===== src/rtl/tdc_tot_capture.sv =====
// Time-over-threshold capture for one discriminator input. Pulse widths are
// measured in CLK cycles and queued as 32-bit words in a small FWFT buffer.
module tdc_tot_capture #(
    parameter logic [3:0] DATA_IDENTIFIER = 4'b0100,
    parameter int         FIFO_DEPTH      = 4
) (
    input  logic        CLK,
    input  logic        RST_B,
    input  logic        EN,
    input  logic        TDC_IN,
    input  logic        FIFO_READ,
    output logic        FIFO_EMPTY,
    output logic [31:0] FIFO_DATA,
    output logic [11:0] EVENT_CNT,
    output logic [7:0]  LOST_CNT
);

    localparam int PTR_W = (FIFO_DEPTH > 1) ? $clog2(FIFO_DEPTH) : 1;
    localparam int CNT_W = PTR_W + 1;
    localparam logic [CNT_W-1:0] DEPTH_C = CNT_W'(FIFO_DEPTH);

    typedef enum logic [1:0] {IDLE, ARM, READY, MEAS} state_t;

    function automatic logic [11:0] sat_inc12(input logic [11:0] v);
        return (v == 12'hFFF) ? v : v + 12'd1;
    endfunction

    function automatic logic [7:0] sat_inc8(input logic [7:0] v);
        return (v == 8'hFF) ? v : v + 8'd1;
    endfunction

    logic              sync1_q, tdc_s_q, tdc_d_q;
    state_t            state_q, state_d;
    logic [11:0]       tot_q, tot_d;
    logic              wr_en;
    logic [31:0]       wr_word;

    logic [31:0]       mem_q [FIFO_DEPTH];
    logic [PTR_W-1:0]  wptr_q, wptr_d, rptr_q, rptr_d;
    logic [CNT_W-1:0]  cnt_q, cnt_d;
    logic              head_vld_q, head_vld_d;
    logic [11:0]       event_q, event_d;
    logic [7:0]        lost_q, lost_d;
    logic              pop, push, drop, full;

    always_ff @(posedge CLK or negedge RST_B) begin
        if (!RST_B) begin
            sync1_q <= 1'b0;
            tdc_s_q <= 1'b0;
            tdc_d_q <= 1'b0;
        end else begin
            sync1_q <= TDC_IN;
            tdc_s_q <= sync1_q;
            tdc_d_q <= tdc_s_q;
        end
    end

    // In MEAS a low tdc_s always follows a high one, so tdc_d is 1 there.
    always_comb begin
        state_d = state_q;
        tot_d   = tot_q;
        wr_en   = 1'b0;
        if (!EN) begin
            state_d = IDLE;
            tot_d   = '0;
        end else begin
            case (state_q)
                IDLE:  state_d = ARM;
                ARM:   if (!tdc_s_q) state_d = READY;
                READY: begin
                    if (tdc_s_q && !tdc_d_q) begin
                        state_d = MEAS;
                        tot_d   = 12'd1;
                    end
                end
                MEAS: begin
                    if (tdc_s_q) begin
                        tot_d = sat_inc12(tot_q);
                    end else if (tdc_d_q) begin
                        wr_en   = 1'b1;
                        state_d = READY;
                    end
                end
                default: state_d = IDLE;
            endcase
        end
    end

    assign wr_word = {DATA_IDENTIFIER, event_q, (tot_q == 12'hFFF), 3'b000, tot_q};

    always_ff @(posedge CLK or negedge RST_B) begin
        if (!RST_B) begin
            state_q <= IDLE;
            tot_q   <= '0;
        end else begin
            state_q <= state_d;
            tot_q   <= tot_d;
        end
    end

    // The head becomes visible one edge after the write; a pop exposes the
    // next word immediately.
    always_comb begin
        pop        = FIFO_READ && head_vld_q;
        full       = (cnt_q == DEPTH_C);
        push       = wr_en && (!full || pop);
        drop       = wr_en && !push;
        cnt_d      = cnt_q + CNT_W'(push) - CNT_W'(pop);
        head_vld_d = (cnt_q - CNT_W'(pop)) != '0;
        wptr_d     = push ? wptr_q + 1'b1 : wptr_q;
        rptr_d     = pop  ? rptr_q + 1'b1 : rptr_q;
        event_d    = push ? event_q + 12'd1 : event_q;
        lost_d     = drop ? sat_inc8(lost_q) : lost_q;
    end

    always_ff @(posedge CLK or negedge RST_B) begin
        if (!RST_B) begin
            wptr_q     <= '0;
            rptr_q     <= '0;
            cnt_q      <= '0;
            head_vld_q <= 1'b0;
            event_q    <= '0;
            lost_q     <= '0;
        end else begin
            wptr_q     <= wptr_d;
            rptr_q     <= rptr_d;
            cnt_q      <= cnt_d;
            head_vld_q <= head_vld_d;
            event_q    <= event_d;
            lost_q     <= lost_d;
        end
    end

    always_ff @(posedge CLK) begin
        if (push) mem_q[wptr_q] <= wr_word;
    end

    assign FIFO_EMPTY = !head_vld_q;
    assign FIFO_DATA  = head_vld_q ? mem_q[rptr_q] : 32'h0;
    assign EVENT_CNT  = event_q;
    assign LOST_CNT   = lost_q;

endmodule


===== config.mk =====
export PLATFORM = sky130hd
export DESIGN_NAME = tdc_tot_capture
export DESIGN_NICKNAME = d
export VERILOG_FILES = /design/src/rtl/tdc_tot_capture.sv
export SDC_FILE = /design/constraint.sdc
export NUM_CORES = 1
export LEC_CHECK = 0
export ABC_AREA = 1
export CORE_MARGIN = 4
export CORE_UTILIZATION = 52
export CTS_CLUSTER_DIAMETER = 200
export DETAILED_ROUTE_END_ITERATION = 10
export PLACE_DENSITY_LB_ADDON = 0.12
export SLEW_MARGIN = 25
export SYNTH_ARGS = -nofsm -noshare
export SYNTH_HDL_FRONTEND = slang
export SYNTH_SLANG_ARGS = --single-unit

===== constraint.sdc =====
create_clock -name CLK -period 2.7 [get_ports CLK]
set_input_delay 0.81 -clock CLK [delete_from_list [all_inputs] [get_ports CLK]]
set_output_delay 0.81 -clock CLK [all_outputs]
set_load 0.01 [all_outputs]

# Word-level counts from Yosys, hierarchy flattened
# Memories as Yosys holds them, arrays and structs flattened.
# Cells that the tools add are included.
# op_classes
muxes	18
n_reduce_logical	14
bitwise_logic	1
n_addsub	8
n_eq_ne	13
# ops
op	count
$mux W12	4
$mux W32	1
$add A12 B1 Y12 const B	2
$pmux W12 S2	1
$ne A3 B3 Y1 const B	6
$eq A12 B12 Y1 const B	1
$mux W2	5
$add A8 B1 Y8 const B	1
$eq A8 B8 Y1 const B	1
$pmux W2 S4	1
$reduce_and A4 Y1	2
$mux W1	6
$sub A3 B1 Y3	2
$add A2 B1 Y2 const B	2
$eq A2 B2 Y1 const B	2
$logic_and A1 B1 Y1	4
$logic_not A1 Y1	4
$add A3 B1 Y3	1
$eq A3 B3 Y1 const B	1
$ne A3 B1 Y1 const B	1
$reduce_bool A3 Y1	1
$eq A2 B1 Y1 const B	1
$logic_not A2 Y1	1
$reduce_and A2 Y1	1
other kinds (2)	2
# totals
mem_count	1
inputBits	5
elab_cells	66
ramBits	100
register_bits	45
# mem_list
name	depth	width	read_ports	rd_ports_with_merged_regs	write_ports	line	text
mem_q	4	25	1	0	1	38	logic [31:0] mem_q [FIFO_DEPTH];

# Depth between registers and ports, before layout
# Gate-level depths: netlist of run 1.
# depth
depth_word	8
depth_mapped	10
mapped_depth_nobuf	9

# Least setup slack after synthesis of run 1
# OpenSTA, ideal clock, no wires.
# synth_timing
path_kind	input -> register
startpoint	input FIFO_READ
endpoint	memory mem_q[0][0] (netlist name), enable pin
t_arrival_ps	2405
path_slack_ps	-111
required_time_ps	2293
path_stages	5
path_cell_list	nand2_1 > nand4_1 > nand3_1 > buf_2 > nor2_1
# synth_between
elab_chain_cells	5
# synth_rtl
item	line	text
start, declared	11	input logic FIFO_READ,
$logic_and A1 B1 Y1	104	pop = FIFO_READ && head_vld_q;
$logic_or A1 B1 Y1	106	push = wr_en && (!full || pop);
$logic_and A1 B1 Y1	106	
$mux W1	135	if (push) mem_q[wptr_q] <= wr_word;
$mux W1 (not written as such)	135	
end, declared	38	
# Every way passes these cells.

# Worst setup path in the final report of run 1
# layout_timing
startpoint	register rptr_q[0]
endpoint	output FIFO_DATA[19]
# layout_between
elab_chain_cells	2
# layout_rtl
item	line	text
start, declared	39	logic [PTR_W-1:0] wptr_q, wptr_d, rptr_q, rptr_d;
start signal, assigned	126	rptr_q <= rptr_d;
$mem_v2 Z4 W25	n/a	
$mux W32	139	assign FIFO_DATA = head_vld_q ? mem_q[rptr_q] : 32'h0;
end, declared	13	output logic [31:0] FIFO_DATA,
# Every way passes these cells.

==> reports/metrics.yaml, run 1 <==
status: "completed"
cts_buffer_depth: 2
std_cell_rows: 40
cp.required_ns: 1.89
final_cells: 896
dp_cells: 861
setup_viol: 0
rsz0062_at_grt: "false"
grt_antenna_before_repair: 0
finalClockSkew_ns: 0.0101
viasPerCell: 5.14
initial_core_util_pct: 53.9
finalHoldViolations: 0
final.period_utilization_pct: 96.9
h-tree-depth: 4
drc: 0
netlist_area_um2: 6590
grt_first_pass_wirelength_um: 23200
gr-usage-met1_pct: 26.5
p_seq_share_pct: 34.3
placed_cell_area_um2: 7390
met3_usage_pct: 4.44
grt_pass1_vias: 4605
pwr-share-clk_pct: 32.9
gp_congestion: 0.834
die_area_um2: 14500
n_antenna_cell: 0
period_minus_slack_ns: 2.62
cp_max_fo: 14
leakagePower_nw: 3.37
ys_ff_latch: 145
p_sw_share_pct: 31.3
synth_cell_types: 38
antenna_left: 0
fill_cells: 963
clk_pin_slew_ns: 0.05
die_w_um: 121
ys_seq_area_share_pct: 62.7
num_io_pins: 58
p_sw_mw: 2.35
worstSetupStartpointType: "register"
cts_buffers: 17
internal_power_mw: 5.16
ctsRootBufferMaster: "clkbuf_16"
yosys_warnings: 0
cts_tree: "done"
grt_use_total_pct: 20.9
p_comb_share_pct: 32.8
nets: 731
drt_iter0_drc: 447
drv_slew: 0
synth_area_per_cell_um2: 10.2
grt_util_met2_pct: 34.9
r2r_start: "state_q[1]$_DFFE_PN0P_"
syn-instance-count: 647
fmax_ghz: 0.382
final_util_pct: 65.7
die_y_um: 121
wl_um: 14000
io_buffers: 51
power_density_nw_per_um2: 936
crit_start: "rptr_q[0]$_DFFE_PN0P_"
holdWs_ns: 0.327
critical_path_class: "register to output port"
core-area_um2: 12200
max_cap_violations: 0
end_kind: "output port"
ir_drop_mv: 0.436
stdcell_area_um2: 8020
ctsHoldBuffers: 0
grt_start_max_net_pins: 27
hold_class: "input port to asynchronous set/reset pin"
first_pass_iters: 5
grt-busiest-layer: "met2"
critPathArrivalTime_ns: 1.81
area_growth_pct: 21.8
hpwl_um: 9020
clk_latency_ns: 0.42
finalSetupTns_ns: 0
drive_gt1_share_pct: 13.3
vias: 4607
grt-ovfl-total: 0
cts.sinks: 145
avgRoutedWirePerCell_um: 15.6
==> repair_timing <==
| action | in CTS | in global routing |
|---|---|---|
| endpoints found under the setup margin | 25 | 23 |
| buffers inserted | 2 | 0 |
| pin swaps | 0 | 5 |
| hold endpoints to repair | 0 | 0 |
| gates cloned | 1 | 0 |
| resized for setup | 24 | 38 |
==> cells in the mapped netlist (all sizes together) <==
| master | count | area share (%) |
|---|---|---|
| a21o | 1 | 0.11 |
| a21oi | 30 | 2.3 |
| a31oi | 1 | 0.095 |
| buf | 28 | 3.0 |
| clkbuf | 13 | 0.74 |
| clkinv | 4 | 0.23 |
| conb | 1 | 0.057 |
| dfrtp | 45 | 17 |
| edfxtp | 100 | 46 |
| fa | 1 | 0.30 |
| ha | 10 | 1.9 |
| inv | 37 | 2.1 |
| nand2 | 113 | 6.8 |
| nand3 | 23 | 2.0 |
| nand3b | 4 | 0.46 |
| nand4 | 6 | 0.57 |
| nor2 | 142 | 8.5 |
| nor3 | 6 | 0.46 |
| nor3b | 1 | 0.11 |
| o211a | 1 | 0.15 |
| o21ai | 61 | 4.8 |
| o21bai | 1 | 0.11 |
| o22ai | 1 | 0.19 |
| xnor2 | 8 | 1.2 |
| xor2 | 9 | 1.2 |
==> flip-flops by register name (all words and copies together) (netlist names) <==
name and flops:
wptr_q 2, mem_q 100, cnt_q 3, head_vld_q 1
tdc_s_q 1, state_q 2, sync1_q 1, EVENT_CNT 12
tdc_d_q 1, rptr_q 2, LOST_CNT 8, tot_q 12
==> worst max-delay path: stages (launching register included) <==
cell and delay (ns):
dfrtp_2 0.45, buf_4 0.16, buf_12 0.14, nor2_1 0.12, nor2_1 0.06, o21ai_0 0.08
a21oi_1 0.08, dlygate4sd2_1 0.29
==> cells in the final DEF (no fill, tap or decap), types with 2 or more instances in the layout <==
cell,instances
nor2_1,134
nand2_1,108
edfxtp_1,100
o21ai_0,53
dfrtp_1,44
inv_1,34
a21oi_1,30
clkdlybuf4s50_1,25
buf_4,24
nand3_1,21
clkbuf_16,17
clkbuf_2,12
ha_1,10
clkinv_1,9
xor2_1,9
xnor2_1,7
dlymetal6s2s_1,7
o21ai_1,6
nand4_1,6
nor3_1,6
conb_1,6
buf_12,6
nor2_2,5
bufinv_16,5
nand3b_1,4
inv_2,3
nor2_4,3
nand2_2,3
dlygate4sd2_1,3
buf_6,3
nand2_4,2
o21ai_2,2
buf_2,2
clkdlybuf4s15_1,2
==> cells by family (layout without fill, tap and decap cells) <==
kind of cell,Yosys count,count (layout),synth area share (%)
buffers and inverters,82,158,6.10
xor gates and xnor gates,17,17,2.38
other,1,6,0.0569
AOI/OAI and AO/OA,96,96,7.70
and+or+nand+nor,295,295,18.9
DFF,145,145,62.7
adders and majority gates,11,11,2.20
==> cell type report <==
type / count / area (um^2) / area share [%]
repair buffers: 85 / 816 / 10.2
clock inverters: 14 / 194 / 2.42
well taps: 168 / 210 / 2.62
flip-flops and latches: 145 / 4130 / 51.5
inverters: 41 / 159 / 1.98
multi-input cells: 425 / 2080 / 26.0
clock buffers: 18 / 429 / 5.35
==> metal layers <==
layer / up-vias / wire length [um]
met3: 19 / 476
met2: 84 / 6870
met4: 0 / 265
met1: 2224 / 6370
li1: 2280 / -
met5: - / 0
==> path summary, 6_finish.rpt <==
path,to,slack [ns],depth (start not counted)
min in group CLK,tdc_s_q$_DFF_PN0_,0.35,0
worst min-delay path,LOST_CNT[1]$_DFFE_PN0P_,0.33,1
max in group asynchronous,EVENT_CNT[2]$_DFFE_PN0P_,1.81,2
worst max register to register,cnt_q[2]$_DFF_PN0_,0.71,8
worst max-delay path,FIFO_DATA[19],0.08,7
worst min register to register,tdc_s_q$_DFF_PN0_,0.35,0
==> stage by stage <==
stage / power [mW] / worst slack, ns
floorplan: 3.96 / -0.111
detailed placement: 5.20 / -0.163
finish: 7.51 / 0.0847
CTS: 7.63 / -0.259
global route: 7.97 / 0.00288
global placement: 5.14 / -0.109
==> power by group through the flow <==
stage	Clock [mW]	Combinational [mW]	Sequential, mW
after floorplan	0	1.38	2.57
after global placement	0	2.53	2.61
after detailed placement	0	2.59	2.61
after CTS	2.51	2.54	2.58
after global routing	2.63	2.76	2.59
final	2.47	2.46	2.58
No activity file was read; power rests on OpenSTA's default activity.
==> run 2: changes to the inputs <==
--- a/config.mk
+++ b/config.mk
@@ -6,8 +6,10 @@
 export NUM_CORES = 1
 export LEC_CHECK = 0
 export ABC_AREA = 1
+export CELL_PAD_IN_SITES_DETAIL_PLACEMENT = 0
+export CELL_PAD_IN_SITES_GLOBAL_PLACEMENT = 2
 export CORE_MARGIN = 4
-export CORE_UTILIZATION = 52
+export CORE_UTILIZATION = 34
 export CTS_CLUSTER_DIAMETER = 200
 export DETAILED_ROUTE_END_ITERATION = 10
 export PLACE_DENSITY_LB_ADDON = 0.12
==> constraint.sdc (replaced) <==
create_clock -name CLK -period 2.3 [get_ports CLK]
set_input_delay 0.69 -clock CLK [delete_from_list [all_inputs] [get_ports CLK]]
set_output_delay 0.69 -clock CLK [all_outputs]
set_load 0.01 [all_outputs]
==> run 2 against run 1 <==
  * The flow now finishes with violations (setup timing)
  * Critical path depth increased by 1
  * Register-to-register slack got worse by 0.38 ns
  * Power is 32% higher
  * Critical path type unchanged
  * Critical endpoint is now FIFO_DATA[4]
  * Largest cell class unchanged
  * Largest power group is now combinational cells
==> reports/metrics.yaml, run 2 (synthesis results as in run 1) <==
status: "finished with violations"
violations: "setup timing"
clk_latency_ns: 0.41  # about the same
die_area_um2: 21700  # +49%
wl_met2_um: 8170  # +19%
io_buffers: 51  # unchanged
h-tree-depth: 4  # unchanged
fmax_ghz: 0.421
hpwl_um: 10100  # +11%
final_cells: 1012  # +13%
antenna_left: 0  # unchanged
cts_buffer_depth: 2  # unchanged
largest_register_ffs: 100  # unchanged
worstSetupStartpointType: "register"
crit_buf_inv: 4  # +1
slowest_stage: "dfrtp_2"
finalHoldViolations: 0  # unchanged
worstPathCellList: "buf_6 > buf_8 > buf_12 > nor2_2 > nor2_1 > o21ai_1 > a21oi_2 > buf_2"
stdcell_area_um2: 8630  # +7.5%
placed_cell_area_um2: 7670  # +3.8%
end_kind: "output port"
rsz0062_at_grt: "true"
first_pass_iters: 5  # unchanged
grt_first_pass_wirelength_um: 26400  # +14%
grt_start_max_net_pins: 30  # +11%
wl_um: 16300  # +16%
final.period_utilization_pct: 103
critical_path_class: "register to output port"
ir_drop_mv: 0.533  # +22%
hold_class: "input port to asynchronous set/reset pin"
cp.required_ns: 1.61  # -0.28 ns
grt_use_total_pct: 15.7  # -5.2 points
mostFrequentLayoutCell: "nor2_1"
fill_cells: 1771  # +84%
die_w_um: 147  # +22%
seq_area_um2: 4140  # +0.15%
drt_iter0_drc: 219  # -51%
n_antenna_cell: 0  # unchanged
fin_ws_ns: -0.0736  # -0.158 ns
finalClockSkew_ns: 0.00881  # -0.00128 ns
clk_pin_slew_ns: 0.06  # about the same
nets: 756  # +3.4%
grt-ovfl-total: 0  # unchanged
cts.sinks: 145  # unchanged
grt_pass1_vias: 4747  # +3.1%
grt_antenna_before_repair: 0  # unchanged
crit_family: "buffers and inverters"
die_y_um: 147  # +22%
layout_common_cells: "nor2_1 (123), nand2_1 (108), edfxtp_1 (100)"
ctsHoldBuffers: 0  # unchanged
vias: 4712  # +2.3%
power_density_nw_per_um2: 1150  # +23%
setup_viol: 19  # +19
wl_met1_um: 7430  # +17%
drc: 0  # unchanged
met3WireLength_um: 531  # +12%
top_layer: "met4"
std_cell_rows: 50  # +25%
drive_gt1_share_pct: 22.3  # +9.0 points
multiInputGateArea_um2: 2180  # +4.4%
drv_slew: 0  # unchanged
ctsRootBufferMaster: "clkbuf_16"
initial_core_util_pct: 34.9  # -19 points
top_register: "mem_q"
finalSetupTns_ns: -0.745  # -0.745 ns
gp_congestion: 0.746  # -11%
cts_buffers: 17  # unchanged
leakagePower_nw: 3.53  # +4.7%
max_stage_delay_ns: 0.44  # about the same
avgRoutedWirePerCell_um: 16.1  # +3.1%
viasPerCell: 4.66  # -9.4%
area_growth_pct: 31.0
critPathArrivalTime_ns: 1.68  # -0.13 ns
core-area_um2: 18900  # +55%
max_cap_violations: 0  # unchanged
dpl_worst_slack_ns: -0.416  # -0.253 ns
dp_cells: 968  # +12%
cts_tree: "done"
period_minus_slack_ns: 2.37
num_io_pins: 58  # unchanged
cp_max_fo: 7  # -7
==> run 2: final cells by class <==
cell class / instances / share of cell area, %
flip-flops and latches: 145 / 48.0
multi-input cells: 425 / 25.2
repair buffers: 110 / 13.5
clock buffers: 20 / 5.18
well taps: 260 / 3.77
clock inverters: 11 / 2.47
inverters: 41 / 1.89
==> run 2: through the flow <==
step | total power [mW] | util, % | hold slack, ns
floorplan | 4.65 | - | 0.331
global placement | 6.30 | 40.6 | 0.340
detailed placement | 6.34 | 40.6 | 0.344
CTS | 9.87 | 45.2 | 0.238
global route | 10.5 | 45.7 | 0.254
finish | 9.90 | 45.7 | 0.238
==> run 2: per-layer routing <==
layer / GRT usage [%] / vias to the layer above
met4: 4.33 / 0
met2: 26.7 / 83
met1: 20.5 / 2270
li1: - / 2343
met5: 0 / -
met3: 3.18 / 16
==> run 2: final timing paths <==
path	from	endpoint	slack, ns	cells after the start
setup / recovery	rptr_q[0]$_DFFE_PN0P_	FIFO_DATA[4]	-0.07	8
hold / removal	RST_B	LOST_CNT[6]$_DFFE_PN0P_	0.24	1
setup reg to reg	state_q[1]$_DFFE_PN0P_	cnt_q[2]$_DFF_PN0_	0.33	8
hold reg to reg	sync1_q$_DFF_PN0_	tdc_s_q$_DFF_PN0_	0.36	0
max in group asynchronous	RST_B	rptr_q[0]$_DFFE_PN0P_	1.51	2
min in group CLK	sync1_q$_DFF_PN0_	tdc_s_q$_DFF_PN0_	0.36	0
==> run 2: what timing repair did <==
action,in CTS,in global routing
gates resized for setup,169,25
pin swaps,23,13
setup buffers,6,1
endpoints found under the setup margin,26,30
cloned,5,1
==> run 2: report_power, final <==
part | switching (mW) | internal (mW) | total (mW)
registers | 0.103 | 2.90 | 3.00
clock network | 1.03 | 2.05 | 3.09
logic | 1.97 | 1.83 | 3.81
==> run 3: changes to the inputs <==
--- a/config.mk
+++ b/config.mk
@@ -8,11 +8,12 @@
 export ABC_AREA = 1
 export CELL_PAD_IN_SITES_DETAIL_PLACEMENT = 0
 export CELL_PAD_IN_SITES_GLOBAL_PLACEMENT = 2
-export CORE_MARGIN = 4
+export CORE_MARGIN = 2
 export CORE_UTILIZATION = 34
 export CTS_CLUSTER_DIAMETER = 200
 export DETAILED_ROUTE_END_ITERATION = 10
 export PLACE_DENSITY_LB_ADDON = 0.12
+export SKIP_LAST_GASP = 1
 export SLEW_MARGIN = 25
 export SYNTH_ARGS = -nofsm -noshare
 export SYNTH_HDL_FRONTEND = slang
==> run 3 against run 2 <==
  * The run still ends with setup timing left
  * Non-clock buffer count shrank 4
  * Sequential power is essentially flat
  * Maximum frequency shrank 3.8%
  * Die area shrank 5.4%
  * Global-route usage grew 0.68 points
  * Critical path type unchanged
  * Count of clock-buffer cells in the layout shrank 3
==> reports/metrics.yaml, run 3 (synthesis results as in run 1) <==
grt-ovfl-total: 0  # unchanged
power_density_nw_per_um2: 1090  # -4.9%
gp_congestion: 0.761  # +2.1%
finalHoldViolations: 0  # unchanged
avgRoutedWirePerCell_um: 15.7  # -2.2%
drc: 0  # unchanged
violations: "setup timing"
clk_pin_slew_ns: 0.06  # about the same
cp_max_fo: 8  # +1
gr-usage-met1_pct: 20.9  # +0.47 points
holdWs_ns: 0.247  # +0.00906 ns
drv_slew: 0  # unchanged
io_buffers: 51  # unchanged
ctsHoldBuffers: 0  # unchanged
end_kind: "output port"
cts.sinks: 145  # unchanged
first_pass_iters: 4  # -1
n_antenna_cell: 0  # unchanged
met3_usage_pct: 3.29  # +0.11 points
critical_path_class: "register to output port"
setup_viol: 26  # +7
max_stage_delay_ns: 0.49  # +0.05 ns
grt_antenna_before_repair: 0  # unchanged
cts_tree: "done"
final_util_pct: 44.7  # -0.91 points
rsz0062_at_grt: "true"
final.period_utilization_pct: 107  # +4.1 points
cp.required_ns: 1.61  # about the same
slowest_stage: "dfrtp_2"
r2r_start: "state_q[1]$_DFFE_PN0P_"
std_cell_rows: 50  # unchanged
stdcell_area_um2: 8430  # -2.3%
hold_class: "input port to asynchronous set/reset pin"
die_y_um: 143  # -2.7%
initial_core_util_pct: 35.0  # +0.12 points
finalClockSkew_ns: 0.0111  # +0.00232 ns
fmax_ghz: 0.405  # -3.8%
crit_buf_inv: 3  # -1
max_cap_violations: 0  # unchanged
leakagePower_nw: 3.45  # -2.4%
r2r_cells: 8  # unchanged
grt-busiest-layer: "met2"
r2r_end: "cnt_q[2]$_DFF_PN0_"
wl_um: 15900  # -2.5%
grt_first_pass_wirelength_um: 25100  # -5.1%
mostFrequentLayoutCell: "nor2_1"
grt_use_total_pct: 16.4  # +0.68 points
vias: 4639  # -1.5%
clk_latency_ns: 0.42  # about the same
nets: 752  # -0.53%
cts_buffers: 17  # unchanged
crit_start: "rptr_q[0]$_DFFE_PN0P_"
placed_cell_area_um2: 7660  # about the same
dp_cells: 962  # -0.62%
largest_register_ffs: 100  # unchanged
drive_gt1_share_pct: 20.8  # -1.5 points
ctsRootBufferMaster: "clkbuf_16"
grt_pass1_vias: 4604  # -3.0%
critPathArrivalTime_ns: 1.78  # +0.10 ns
area_growth_pct: 27.9
fin_ws_ns: -0.167  # -0.0938 ns
worstPathCellList: "inv_4 > bufbuf_16 > o21ai_0 > a21oi_1 > buf_2"
drt_iter0_drc: 220  # +0.46%
die_w_um: 143  # -2.7%
viasPerCell: 4.60  # -1.3%
top_register: "mem_q"
antenna_left: 0  # unchanged
cts_buffer_depth: 2  # unchanged
period_minus_slack_ns: 2.47  # +0.0938 ns
dpl_worst_slack_ns: -0.415  # +0.00131 ns
hpwl_um: 9560  # -4.9%
h-tree-depth: 4  # unchanged
worstSetupStartpointType: "register"
grt_start_max_net_pins: 46  # +53%
grt_util_met2_pct: 27.9  # +1.2 points
die_area_um2: 20500  # -5.4%
num_io_pins: 58  # unchanged
final_cells: 1009  # -0.30%
core-area_um2: 18800  # -0.33%
status: "finished with violations"
rrSetupSlack_ns: 0.35  # +0.02 ns
layout_common_cells: "nor2_1 (126), nand2_1 (108), edfxtp_1 (100)"
ir_drop_mv: 0.559  # +4.8%
crit_family: "buffers and inverters"
## run 3: changes by cell type in the layout (fill, tap and decap cells not counted), sizes merged
cell,previous run,this run
inv,37,46
buf,83,77
bufinv,6,0
clkbuf,21,18
bufbuf,1,3
clkdlybuf4s50,23,24
clkinvlp,3,4
dlygate4sd2,1,0
## run 3: per-layer routing
layer | routed length (um) | vias up
met3 | 398 | 11
met5 | 0 | -
met4 | 146 | 0
met2 | 7990 | 70
li1 | - | 2322
met1 | 7340 | 2236
## run 3: how the worst max path moves through the flow
| stage | end | slack (ns) | cells past startpoint |
|---|---|---|---|
| after detailed placement | cnt_q[2]$_DFF_PN0_ | -0.41 | 9 |
| final | FIFO_DATA[26] | -0.17 | 5 |
| after global placement | cnt_q[2]$_DFF_PN0_ | -0.41 | 9 |
| after floorplan | mem_q[0][0]$_DFFE_PP_ | -0.36 | 5 |
| after global routing | FIFO_DATA[20] | -0.26 | 6 |
| after CTS | FIFO_DATA[4] | -0.21 | 8 |
## run 3: timing repair
item / 4_1_cts / 5_1_grt
pin swaps: 23 / 18
setup buffers: 9 / 3
setup endpoints to repair: 27 / 29
gates resized for setup: 131 / 32
cloned: 5 / 1
## run 3: through the flow
step | power [mW] | setup TNS (ns)
finish | 9.19 | -2.61
global placement | 6.33 | -23.08
CTS | 9.23 | -4.32
global route | 9.76 | -5.43
detailed placement | 6.37 | -23.78
floorplan | 4.65 | -36.32
## run 3: worst reg2reg max path: stages (launching register included)
cell and delay [ns]:
dfrtp_1 0.47, nand3_4 0.11, nor2_4 0.12, nand3_2 0.09, ha_1 0.27, inv_1 0.04, ha_1 0.18, fa_1 0.38
xor2_1 0.18
## run 3: power breakdown
group / internal (mW) / switching (mW) / leakage (nW)
logic: 1.76 / 1.87 / 1.58
clock network: 1.41 / 1.14 / 0.258
registers: 2.90 / 0.116 / 1.61
total: 6.06 / 3.13 / 3.45
## run 3: final cells by class
cell class / instances / area [um^2]
inverter: 41 / 161
multi-input combinational: 425 / 2140
sequential: 145 / 4140
timing repair buffer: 106 / 1110
clock inverter: 15 / 124
clock buffer: 17 / 425
tap: 260 / 325
fill: 1770 / 10400
